## config.mk

```make
export PLATFORM = sky130hd
export DESIGN_NAME = serial_subtractor
export DESIGN_NICKNAME = d
export VERILOG_FILES = /design/src/rtl/serial_sub_pkg.sv /design/src/rtl/two_bit_subtractor.sv /design/src/rtl/serial_subtractor.sv
export SDC_FILE = /design/constraint.sdc
export NUM_CORES = 1
export LEC_CHECK = 0
export CORE_MARGIN = 3
export CORE_UTILIZATION = 48
export CTS_CLUSTER_SIZE = 40
export DETAILED_ROUTE_END_ITERATION = 7
export PLACE_DENSITY = 0.78
export SYNTH_ARGS = -nofsm -noshare
export SYNTH_HDL_FRONTEND = slang
export SYNTH_SLANG_ARGS = --single-unit
```

## constraint.sdc

```tcl
create_clock -name clk -period 2.9 [get_ports clk]
set_input_delay 0.58 -clock clk [delete_from_list [all_inputs] [get_ports clk]]
set_output_delay 0.58 -clock clk [all_outputs]
set_load 0.005 [all_outputs]
```

## src/rtl/serial_sub_pkg.sv

```systemverilog
// Shared types and constants for the digit-serial subtractor.
// No logic; only the FSM state encoding and digit width.
// Imported by the top and the 2-bit slice.
package serial_sub_pkg;

  typedef enum logic [1:0] {
    IDLE = 2'd0,
    RUN  = 2'd1,
    DONE = 2'd2
  } sub_state_t;

  localparam int DIGIT_W = 2;

endpackage

```

## src/rtl/two_bit_subtractor.sv

```systemverilog
// 2-bit ripple-borrow subtract slice: {bout, diff} = a - b - bin.
// Latency: purely combinational, zero cycles.
// Backpressure: none; the caller sequences the slice.
module two_bit_subtractor
  import serial_sub_pkg::*;
(
  input  logic [DIGIT_W-1:0] a_i,
  input  logic [DIGIT_W-1:0] b_i,
  input  logic               bin_i,
  output logic [DIGIT_W-1:0] diff_o,
  output logic               bout_o,
  output logic               bmid_o
);

  // Full-subtractor per bit; bmid_o is the borrow from bit 0 into bit 1,
  // which on the top digit is the borrow into the word MSB.
  always_comb begin
    diff_o[0] = a_i[0] ^ b_i[0] ^ bin_i;
    bmid_o    = (~a_i[0] & b_i[0]) | (~a_i[0] & bin_i) | (b_i[0] & bin_i);
    diff_o[1] = a_i[1] ^ b_i[1] ^ bmid_o;
    bout_o    = (~a_i[1] & b_i[1]) | (~a_i[1] & bmid_o) | (b_i[1] & bmid_o);
  end

endmodule

```

## src/rtl/serial_subtractor.sv

```systemverilog
// Digit-serial subtractor: diff = a - b - Bin, two bits per clock, LSB first.
// Latency: accept at edge E0, out_valid after edge E(NUM_DIGITS).
// Backpressure: in_ready low in RUN/DONE; result held in DONE until out_ready.
module serial_subtractor
  import serial_sub_pkg::*;
#(
  parameter int WIDTH = 8
) (
  input  logic             clk,
  input  logic             rst,
  input  logic             in_valid,
  output logic             in_ready,
  input  logic [WIDTH-1:0] a,
  input  logic [WIDTH-1:0] b,
  input  logic             Bin,
  output logic             out_valid,
  input  logic             out_ready,
  output logic [WIDTH-1:0] diff,
  output logic             Bout,
  output logic             ovf,
  output logic             busy
);

  localparam int NUM_DIGITS = WIDTH / DIGIT_W;
  localparam int CNT_W      = (NUM_DIGITS > 1) ? $clog2(NUM_DIGITS) : 1;
  localparam logic [CNT_W-1:0] LAST_DIGIT = CNT_W'(NUM_DIGITS - 1);

  generate
    if ((WIDTH < 2) || ((WIDTH % 2) != 0)) begin : g_bad_width
      $error("serial_subtractor: WIDTH must be even and >= 2");
    end
  endgenerate

  sub_state_t state_q;
  logic [CNT_W-1:0] cnt_q;
  logic             borrow_q;
  logic [NUM_DIGITS-1:0][DIGIT_W-1:0] a_q;
  logic [NUM_DIGITS-1:0][DIGIT_W-1:0] b_q;
  logic [NUM_DIGITS-1:0][DIGIT_W-1:0] diff_q;
  logic             bout_q;
  logic             ovf_q;

  logic [DIGIT_W-1:0] slice_d;
  logic               slice_bout;
  logic               slice_bmid;

  // The single slice is time-shared across digits; cnt_q selects the digit.
  two_bit_subtractor u_slice (
    .a_i    (a_q[cnt_q]),
    .b_i    (b_q[cnt_q]),
    .bin_i  (borrow_q),
    .diff_o (slice_d),
    .bout_o (slice_bout),
    .bmid_o (slice_bmid)
  );

  // FSM, operand capture, borrow chain and result registers.
  always_ff @(posedge clk) begin
    if (rst) begin
      state_q  <= IDLE;
      cnt_q    <= '0;
      borrow_q <= 1'b0;
      a_q      <= '0;
      b_q      <= '0;
      diff_q   <= '0;
      bout_q   <= 1'b0;
      ovf_q    <= 1'b0;
    end else begin
      case (state_q)
        IDLE: begin
          if (in_valid) begin
            a_q      <= a;
            b_q      <= b;
            borrow_q <= Bin;
            cnt_q    <= '0;
            state_q  <= RUN;
          end
        end
        RUN: begin
          diff_q[cnt_q] <= slice_d;
          borrow_q      <= slice_bout;
          cnt_q         <= cnt_q + 1'b1;
          if (cnt_q == LAST_DIGIT) begin
            bout_q  <= slice_bout;
            ovf_q   <= slice_bmid ^ slice_bout;
            state_q <= DONE;
          end
        end
        DONE: begin
          if (out_ready) begin
            state_q <= IDLE;
          end
        end
        default: state_q <= IDLE;
      endcase
    end
  end

  assign in_ready  = (state_q == IDLE);
  assign out_valid = (state_q == DONE);
  assign busy      = (state_q != IDLE);
  assign diff      = diff_q;
  assign Bout      = bout_q;
  assign ovf       = ovf_q;

endmodule

```

; Word-level counts from Yosys, hierarchy flattened
; Index checks and enable logic that the tools add are counted.
[totals]
ff_bits = 31
wordCells = 66
[op_classes]
addsub = 1
magnitude_cmp = 2
eq_ne = 6
n_mux = 15
bitwise_logic = 17
n_reduce_logical = 8
[op_table]
columns = operator, n
row1 = 2-bit two-way mux, 7
row2 = 2-bit binary-select mux with 2-bit select, 2
row3 = 8-bit bitwise mux, 1
row4 = 1-bit bitwise AND, 6
row5 = 2-bit case mux with 3 select lines, 1
row6 = 2-bit AND reduction, 3
row7 = 1-bit bitwise XOR, 5
row8 = 2-bit demux with 2-bit select, 1
row9 = "2-bit equality test, second input constant", 2
row10 = "2-bit inequality test, second input constant", 2
row11 = 1-bit bitwise OR, 4
row12 = 2-bit case mux with 2 select lines, 1
row13 = 2-bit nonzero test, 2
row14 = "2-bit by 3-bit < comparator with 1-bit output, second input constant", 1
row15 = 3-bit AND reduction, 1
row16 = "2-bit by 1-bit adder with 2-bit output, second input constant", 1
row17 = "2-bit by 1-bit equality test with 1-bit output, second input constant", 1
row18 = "2-bit by 1-bit greater-or-equal comparator with 1-bit output, second input constant", 1
row19 = 2-bit zero test, 1
row20 = "2-bit by 1-bit inequality test with 1-bit output, second input constant", 1
row21 = 1-bit inverter, 2
row22 = 1-bit case mux with 2 select lines, 1
row23 = 1-bit logical AND, 1
row24 = 1-bit two-way mux, 1

; Depth between registers and ports, before layout
[depth]
word_depth = 10
mapped_depth = 7

; Cells and area by module
; Synthesis repeated with hierarchy kept, for this count alone.
[unflattened]
cells_unflattened = 144
area_unflattened_um2 = 1431.4
[by_module_without_submodules]
columns = module, n_inst, cells_each, area_each_um2, seq_area_each_um2
row1 = serial_subtractor, 1, 136, 1365.1, 620.6
row2 = two_bit_subtractor, 1, 8, 66.3, 0.0

; Worst setup path before layout
; No wires, ideal clock.
[synth_timing]
path_type = register to register
startpoint = register cnt_q[0]
endpoint = register borrow_q
setup_ps = 66
t_arrival_ps = 2339
setup_slack_ps = 495
stages_incl_launch_ff = 7
path_buffers = 1
synth_period_minus_slack_ps = 2405
path_cell_list = dfxtp_1 -> buf_2 -> mux4_2 -> fa_1 -> fa_1 -> a221o_1 -> a21oi_2
[synth_between]
elab_chain_cells = 10
[synth_rtl]
columns = element, line_no
row1 = from (decl), serial_subtractor.sv:35  ; logic [CNT_W-1:0] cnt_q;
row2 = from (signal assigned), serial_subtractor.sv:82  ; cnt_q <= cnt_q + 1'b1;
row3 = 2-bit binary-select mux with 2-bit select, serial_subtractor.sv:49  ; .a_i (a_q[cnt_q]),
row4 = 2-bit two-way mux (implied by the code), serial_subtractor.sv:49
row5 = 1-bit inverter, two_bit_subtractor.sv:19  ; bmid_o = (~a_i[0] & b_i[0]) | (~a_i[0] & bin_i) | (b_i[0] & bin_i);
row6 = 1-bit bitwise AND, two_bit_subtractor.sv:19
row7 = 1-bit bitwise OR (2 in series), two_bit_subtractor.sv:19
row8 = 1-bit bitwise AND, two_bit_subtractor.sv:21  ; bout_o = (~a_i[1] & b_i[1]) | (~a_i[1] & bmid_o) | (b_i[1] & bmid_o);
row9 = 1-bit bitwise OR, two_bit_subtractor.sv:21
row10 = 1-bit bitwise OR *, two_bit_subtractor.sv:21
row11 = 1-bit case mux with 2 select lines *, serial_subtractor.sv:69  ; case (state_q)
row12 = to (signal assigned), serial_subtractor.sv:74  ; borrow_q <= Bin;
row13 = to (signal assigned), serial_subtractor.sv:81  ; borrow_q <= slice_bout;
row14 = to (decl), serial_subtractor.sv:36  ; logic borrow_q;
; Every way passes the cells marked *; elsewhere a longest branch is shown, timed or not. The select of a mux whose other input is x is not followed.
; A chain may end at the register's enable or synchronous reset.

; Final worst setup path
[layout_timing]
startpoint = register cnt_q[1]
endpoint = register borrow_q
; Same word-level chain as after synthesis.

==> results.ini <==
[run_status]
outcome = completed

[cells_and_area]
nNetsFinal = 214
num_antenna_cells = 0
drive_gt1_share_pct = 10.1
seq_area_um2 = 621
syn_to_final_growth_pct = 27.4
multi_input_area_um2 = 681
fin_area_um2 = 1810
fillerInstances = 240

[worst_setup_path]
cp-end-kind = register
cp_data_required_time_ns = 3.18
max_stage_delay_ns = 0.52
crit_arrival_ns = 2.59
path_cells = mux4_2, fa_1, fa_1, a221o_1, a21oi_2
cp_slowest_cell = dfxtp_1
cp_max_fo = 8
start_kind = register
crit_top_cell = fa_1
crit_type = register to register

[pwr]
powerDensity_nw_per_um2 = 530
leakagePower_nw = 0.664
p_seq_share_pct = 48.0
power.share.clock_pct = 37.0
vdd_drop_max_mv = 0.409
netSwitchingPower_mw = 0.231
combPwrFrac_pct = 15.1
internal-power_mw = 0.726
swShare_pct = 24.2
power_mw = 0.958

[place]
gp_congestion = 0.766
pre_cts_slack_ns = 0.597
post_dp_cell_area_um2 = 1720
port_buffers = 33
hpwlAfterDp_um = 2090

[clock_network]
htree_levels = 2
ctsHoldBuffers = 0
cts_root_buffer = clkbuf_4
cts_sinks = 31
clockBufferDepth = 2
cts_setup_buffers = 0
numCtsBuffers = 5
clk_latency_ns = 0.33
path_clk_slew_ns = 0.10
cts_tree = yes
cts_resized = 0

[timing]
setup_ws_ns = 0.592
skew_ns = 0.00831
slew_headroom_pct = 55.2
setup_viol = 0
tightest_slew_ns = 0.671
rsz0062_at_grt = no
slew_viol_final = 0
fin_setup_tns_ns = 0
period_share_pct = 79.6
post-route-min-period_ns = 2.31
fmax_mhz = 433
report.final.hold_viol_count = 0

[die]
core_area_um2 = 2780
die_y_um = 60.3
die_w_um = 60.3
rows = 19
initial_core_util_pct = 51.0
die_area_um2 = 3640
io_pins = 34

[drt]
first_pass_iters = 4
routedWlPerCell_um = 12.9
dr.first_iter.drc_count = 58
ant_nets = 0
vias = 1131
drc = 0
wl_um = 2820
vias_per_cell = 5.16

[job]
max_cap_viol_count = 0

[logic_synthesis]
syn_avg_cell_area_um2 = 9.09
async_reset_ff_share_pct = 0
yosysUniqueCellTypes = 27
ys_seq_area_share_pct = 43.8
ys_seq_elements = 31
yosysWarnings = 0
synth_edf_count = 0
synth_common_cells = nand2_1, dfxtp_1, a21oi_1
syn_area_um2 = 1420
yosysTopAreaCellShare_pct = 43.8
synth_area_leaders = dfxtp_1, nand2_1, a21oi_1
yosysTopAreaCell = dfxtp_1
synth_fp_nets = 183
ys.flop_type = dfxtp_1
synth_most_common_cell = nand2_1
netlist_instances = 156

[worst_hold_path]
hp-class = register to register

[global_routing]
grt_max_degree = 18
antenna_found_initial = 0
grt_pass1_vias = 1066
grt_pass1_wl_um = 4570
grt_util_all_layers_pct = 17.2
overflow = 0

==> stage by stage <==
step | utilization [%] | hold slack, ns | std cells
6_report | 64.9 | 0.457 | 219
5_1_grt | 64.9 | 0.480 | 219
4_1_cts | 64.9 | 0.460 | 219
3_5_place_dp | 61.8 | 0.446 | 211
3_3_place_gp | 61.8 | 0.444 | 211
2_1_floorplan | - | 0.433 | 156
==> cells by family (layout without fill, tap and decap cells) <==
kind of cell | Yosys count | after routing | share of synthesized area [%]
DFF | 31 | 31 | 43.8
adders and majority gates | 6 | 6 | 6.36
AOI/OAI and AO/OA | 29 | 29 | 11.8
muxes | 8 | 8 | 9.18
and+or+nand+nor | 61 | 61 | 20.0
xor gates and xnor gates | 1 | 1 | 0.618
buffers and inverters | 20 | 52 | 8.21
==> registers in the layout, summed over array words and instances (netlist names) <==
register,flops
b_q,8
a_q,8
cnt_q,2
ovf,1
state_q,2
diff,8
borrow_q,1
Bout,1
==> layout make-up <==
cell class	instances	share of cell area, %
multi-input combinational	105	37.7
sequential	31	34.4
timing repair buffer	35	19.1
clock buffer	6	2.84
tap	31	2.15
clock inverter	2	1.94
inverter	9	1.87
==> routing by layer <==
metal  up-vias  global-route usage [%]  share of wire, %
li1        581                       -                 -
met1       509                    18.4                42
met2        34                    29.8                51
met3         7                    6.17               5.8
met4         0                    8.86               1.8
met5         -                       0                 0
==> placed cells by master (no fill, tap or decap), drive strengths merged, types with 3 or more instances in the layout <==
cell type,count
ha,4
clkbuf,6
nor2,7
dfxtp,31
nand3b,3
mux2i,4
inv,9
nand2,38
clkdlybuf4s50,33
nand3,6
a21oi,24
mux4,4
==> worst max-delay path: cells and delay by family, from the launching register on <==
kind            cells  cell delay, ns
flops               1            0.52
mux                 1            0.38
compound gates      2            0.45
fa+ha+maj           2            0.90
==> power by group through the flow <==
stage	combinational, mW	clock [mW]	sequential [mW]
final	0.144	0.354	0.459
after global routing	0.161	0.379	0.462
after CTS	0.145	0.358	0.459
after detailed placement	0.145	0	0.469
after global placement	0.138	0	0.469
after floorplan	0.0965	0	0.464
==> final timing paths <==
| kind | startpoint | to | slack, ns | cells past startpoint |
|---|---|---|---|---|
| min reg2reg | diff[4] | diff[4] | 0.46 | 2 |
| max | cnt_q[1] | borrow_q | 0.59 | 5 |
| max reg2reg | cnt_q[1] | borrow_q | 0.59 | 5 |
| min | diff[4] | diff[4] | 0.46 | 2 |
No activity file was read; power rests on OpenSTA's default activity.
==> patch 1, RTL diff (same settings) <==
Register the output `ovf` once more, cleared by the reset; this adds one clock of latency there. The other outputs are not delayed to match.
--- a/src/rtl/serial_subtractor.sv
+++ b/src/rtl/serial_subtractor.sv
@@ -103,3 +103,9 @@
   assign Bout      = bout_q;
-  assign ovf       = ovf_q;
+  always_ff @(posedge clk) begin
+    if (rst) begin
+      ovf <= '0;
+    end else begin
+      ovf <= ovf_q;
+    end
+  end
 
Formal check against the unedited RTL: not equivalent (Yosys sat finds a counterexample within 10 cycles, from zero or initial values and one cycle with rst high).
==> patch 1 against the original RTL <==
  * Routed wire length is 2.3% higher
  * Setup slack hardly changed
  * Die area up 1.7%
  * Power fell by 0.66%
  * Sequential share of layout area up 0.79 points
  * Sequential cell count increased by 1
  * Final area grew 0.90%
  * Synthesized area increased by 1.9%
  * Clock skew rose by 0.0062 ns
  * Count of clock-buffer cells in the layout unchanged
  * Core utilization barely moved
  * Largest power group unchanged
==> patch 1: results (changes against the original RTL) <==
| Metric | Value |
|---|---|
| Placed inst area | 1750 µm² (+1.5%) |
| F_max | 433 MHz (about the same) |
| Pre-CTS worst setup slack | 0.604 ns (+0.00742 ns) |
| Top cells by area, synth | dfxtp_1 44%, nand2_1 9.6%, a21oi_1 7.6% |
| Non-clk buf share | 0.190 (-0.00171) |
| FF-to-FF Start | cnt_q[0] |
| CP max FO | 3 (-5) |
| Cells after Synth | 158 (+1.3%) |
| Wirelength per Cell | 13.1 µm (+1.3%) |
| Sequential area share after synthesis | 0.444 (+0.00590) |
| Total Nets Final | 216 (+0.93%) |
| TritonCTS Sinks | 32 (+3.2%) |
| Hold Path Origin | diff[5] |
| Gr usage total | 0.180 (+0.00800) |
| GPL Wtd Cong | 0.794 (+3.6%) |
| Final Skew | 0.0145 ns (+0.00617 ns) |
| Status | finished clean |
| Multi-input combinational area share | 0.377 (about the same) |
| Synth top cells by count | 37 x nand2_1, 32 x dfxtp_1, 22 x a21oi_1, 9 x inv_1, 7 x nor2_1 |
| Fill cell count | 235 (-2.1%) |
| Relative slew slack | 0.479 (-0.0729) |
| Vias per inst | 5.15 (-0.20%) |
| Psw | 233 µW (+0.95%) |
| Clock-cell share of area | 0.0419 (-0.00592) |
| Critical Path AT | 2.58 ns (about the same) |
| Reg area | 641 µm² (+3.2%) |
patch 1: cell count changes in the layout (fill, tap and decap cells not counted), sizes merged:
cell / delta
dfxtp: +1
nor2b: +1
patch 1: critical path: cells and delay by family, from the launching register on:
kind	cells	cell delay, ns
muxes	1	0.53
DFF	1	0.38
adders and majority gates	2	0.90
AOI/OAI and AO/OA	2	0.46
patch 1: kinds of logic after synthesis:
group                      after synthesis  synth area share
and+or+nand+nor                         62             0.201
DFF                                     32             0.444
AOI/OAI and AO/OA                       29             0.116
buffers and inverters                   20            0.0806
muxes                                    8            0.0901
adders and majority gates                6            0.0624
xor gates and xnor gates                 1           0.00607
patch 1: worst min path at each step:
stage	to	slack [ns]	cells past startpoint
final	diff[5]	0.46	2
after global routing	b_q[3]	0.48	2
after CTS	b_q[3]	0.46	2
after detailed placement	b_q[3]	0.45	2
after global placement	diff[3]	0.44	2
after floorplan	a_q[4]	0.43	2
patch 1: power by group through the flow:
stage / Combinational (mW) / Clock, mW / Sequential [mW]
after detailed placement: 0.147 / 0 / 0.484
after CTS: 0.147 / 0.339 / 0.474
after floorplan: 0.0969 / 0 / 0.478
after global routing: 0.161 / 0.360 / 0.477
after global placement: 0.141 / 0 / 0.483
final: 0.146 / 0.331 / 0.474
patch 1: routing by layer:
layer	share of wire	vias up	wire length [µm]	GRT usage
met5	0	-	0	0
met4	0.017	0	48	0.0805
met3	0.054	7	157	0.0745
met2	0.49	31	1420	0.298
met1	0.44	516	1260	0.203
li1	-	585	-	-
==> patch 2, RTL diff (config.mk and constraints unchanged) <==
Without the edit above. `WIDTH`: 8 -> 16.
--- a/src/rtl/serial_subtractor.sv
+++ b/src/rtl/serial_subtractor.sv
@@ -6,3 +6,3 @@
 #(
-  parameter int WIDTH = 8
+  parameter int WIDTH = 16
 ) (
Interface: changed (resized a, b and diff); port bits go from 34 to 58. No check against the original RTL was run, so the function may have changed too.
==> patch 2 against the original RTL <==
  * Maximum frequency is 16% lower
  * Final area is 76% higher
  * Non-clock buffer count is 30 higher
  * Sequential cell count is 25 higher
  * Clock power is 22% higher
  * Setup slack worse by 0.45 ns
  * Via count is 72% higher
  * Sequential power is 79% higher
  * Synthesized area is 73% higher
  * Routed wire length is 79% higher
  * Power is 53% higher
  * Critical path type unchanged
==> patch 2: results (changes against the original RTL) <==
| Metric | Value |
|---|---|
| Status | finished clean |
| CP top delay family | multiplexers |
| Seq power | 822 µW (+79%) |
| Layout cells sized above 1 | 0.0818 (-0.0193) |
| Root buffer cell | clkbuf_8 |
| Critical Path AT | 2.94 ns (+0.35 ns) |
| Detail Placement HPWL | 3760 µm (+80%) |
| Finished Cell Area | 3170 µm² (+76%) |
| Placed inst area | 3080 µm² (+79%) |
| GR Layer Usage met3 | 0.0371 (-0.0246) |
| Avg Inst Size Synth | 9.27 µm² (+2.0%) |
| Synth Area in Compound Gates | 0.0896 (-0.0287) |
| Met1 global-route usage | 0.194 (+0.0102) |
| Fin worst setup slack | 0.142 ns (-0.450 ns) |
| WL met1 | 2190 µm (+86%) |
| GPL Wtd Cong | 0.751 (-2.0%) |
| Synth top cells by count | 70 x nand2_1, 56 x dfxtp_1, 35 x a21oi_1, 19 x mux2i_1, 18 x nand2b_1 |
| Hold Path Origin | a_q[6] |
| Clock latency on the worst-skew pair | 0.30 ns (-0.03 ns) |
| Adder-Cell Fraction of Synth Area | 0.0265 (-0.0371) |
| Fill cell count | 432 (+80%) |
| Total power | 1.47 mW (+53%) |
| DP Cell Count | 377 (+79%) |
| Metal2 WL | 2570 µm (+80%) |
| Netlist cell types | 31 (+15%) |
| Sequential area share after synthesis | 0.456 (+0.0184) |
| Maximum vdd ir drop | 0.225 mV (-45%) |
| Psw | 353 µW (+53%) |
| Number of global-route vias before repair | 1857 (+74%) |
| Post-synthesis xor/xnor area fraction | 0.00356 (-0.00261) |
| Wire length on met3 | 258 µm (+58%) |
| Vias | 1950 (+72%) |
| First-pass GRT wire length | 8330 µm (+82%) |
[patch 2: cell count changes in the layout (fill, tap and decap cells not counted), moves of 3 or more]
| cell | delta |
|---|---|
| clkbuf_8 | +5 |
| mux4_1 | +3 |
| inv_1 | -5 |
| clkdlybuf4s50_1 | +23 |
| nand2_1 | +33 |
| a21oi_1 | +13 |
| nand3_1 | -4 |
| nand2b_1 | +18 |
| nand3b_1 | -3 |
| mux2i_1 | +15 |
| buf_4 | +5 |
| clkbuf_4 | -5 |
| dfxtp_1 | +25 |
[patch 2: final timing paths]
check	to	slack (ns)	depth (start not counted)
max	diff[13]	0.14	6
min	a_q[6]	0.46	2
max reg2reg	diff[13]	0.14	6
min reg2reg	a_q[6]	0.46	2
[patch 2: area by class of cell]
class,instances,area share
Tap cell,67,0.0264
Sequential cell,56,0.354
Clock buffer,8,0.0284
Multi-Input combinational cell,185,0.386
Timing Repair Buffer,65,0.201
Inverter,4,0.00474
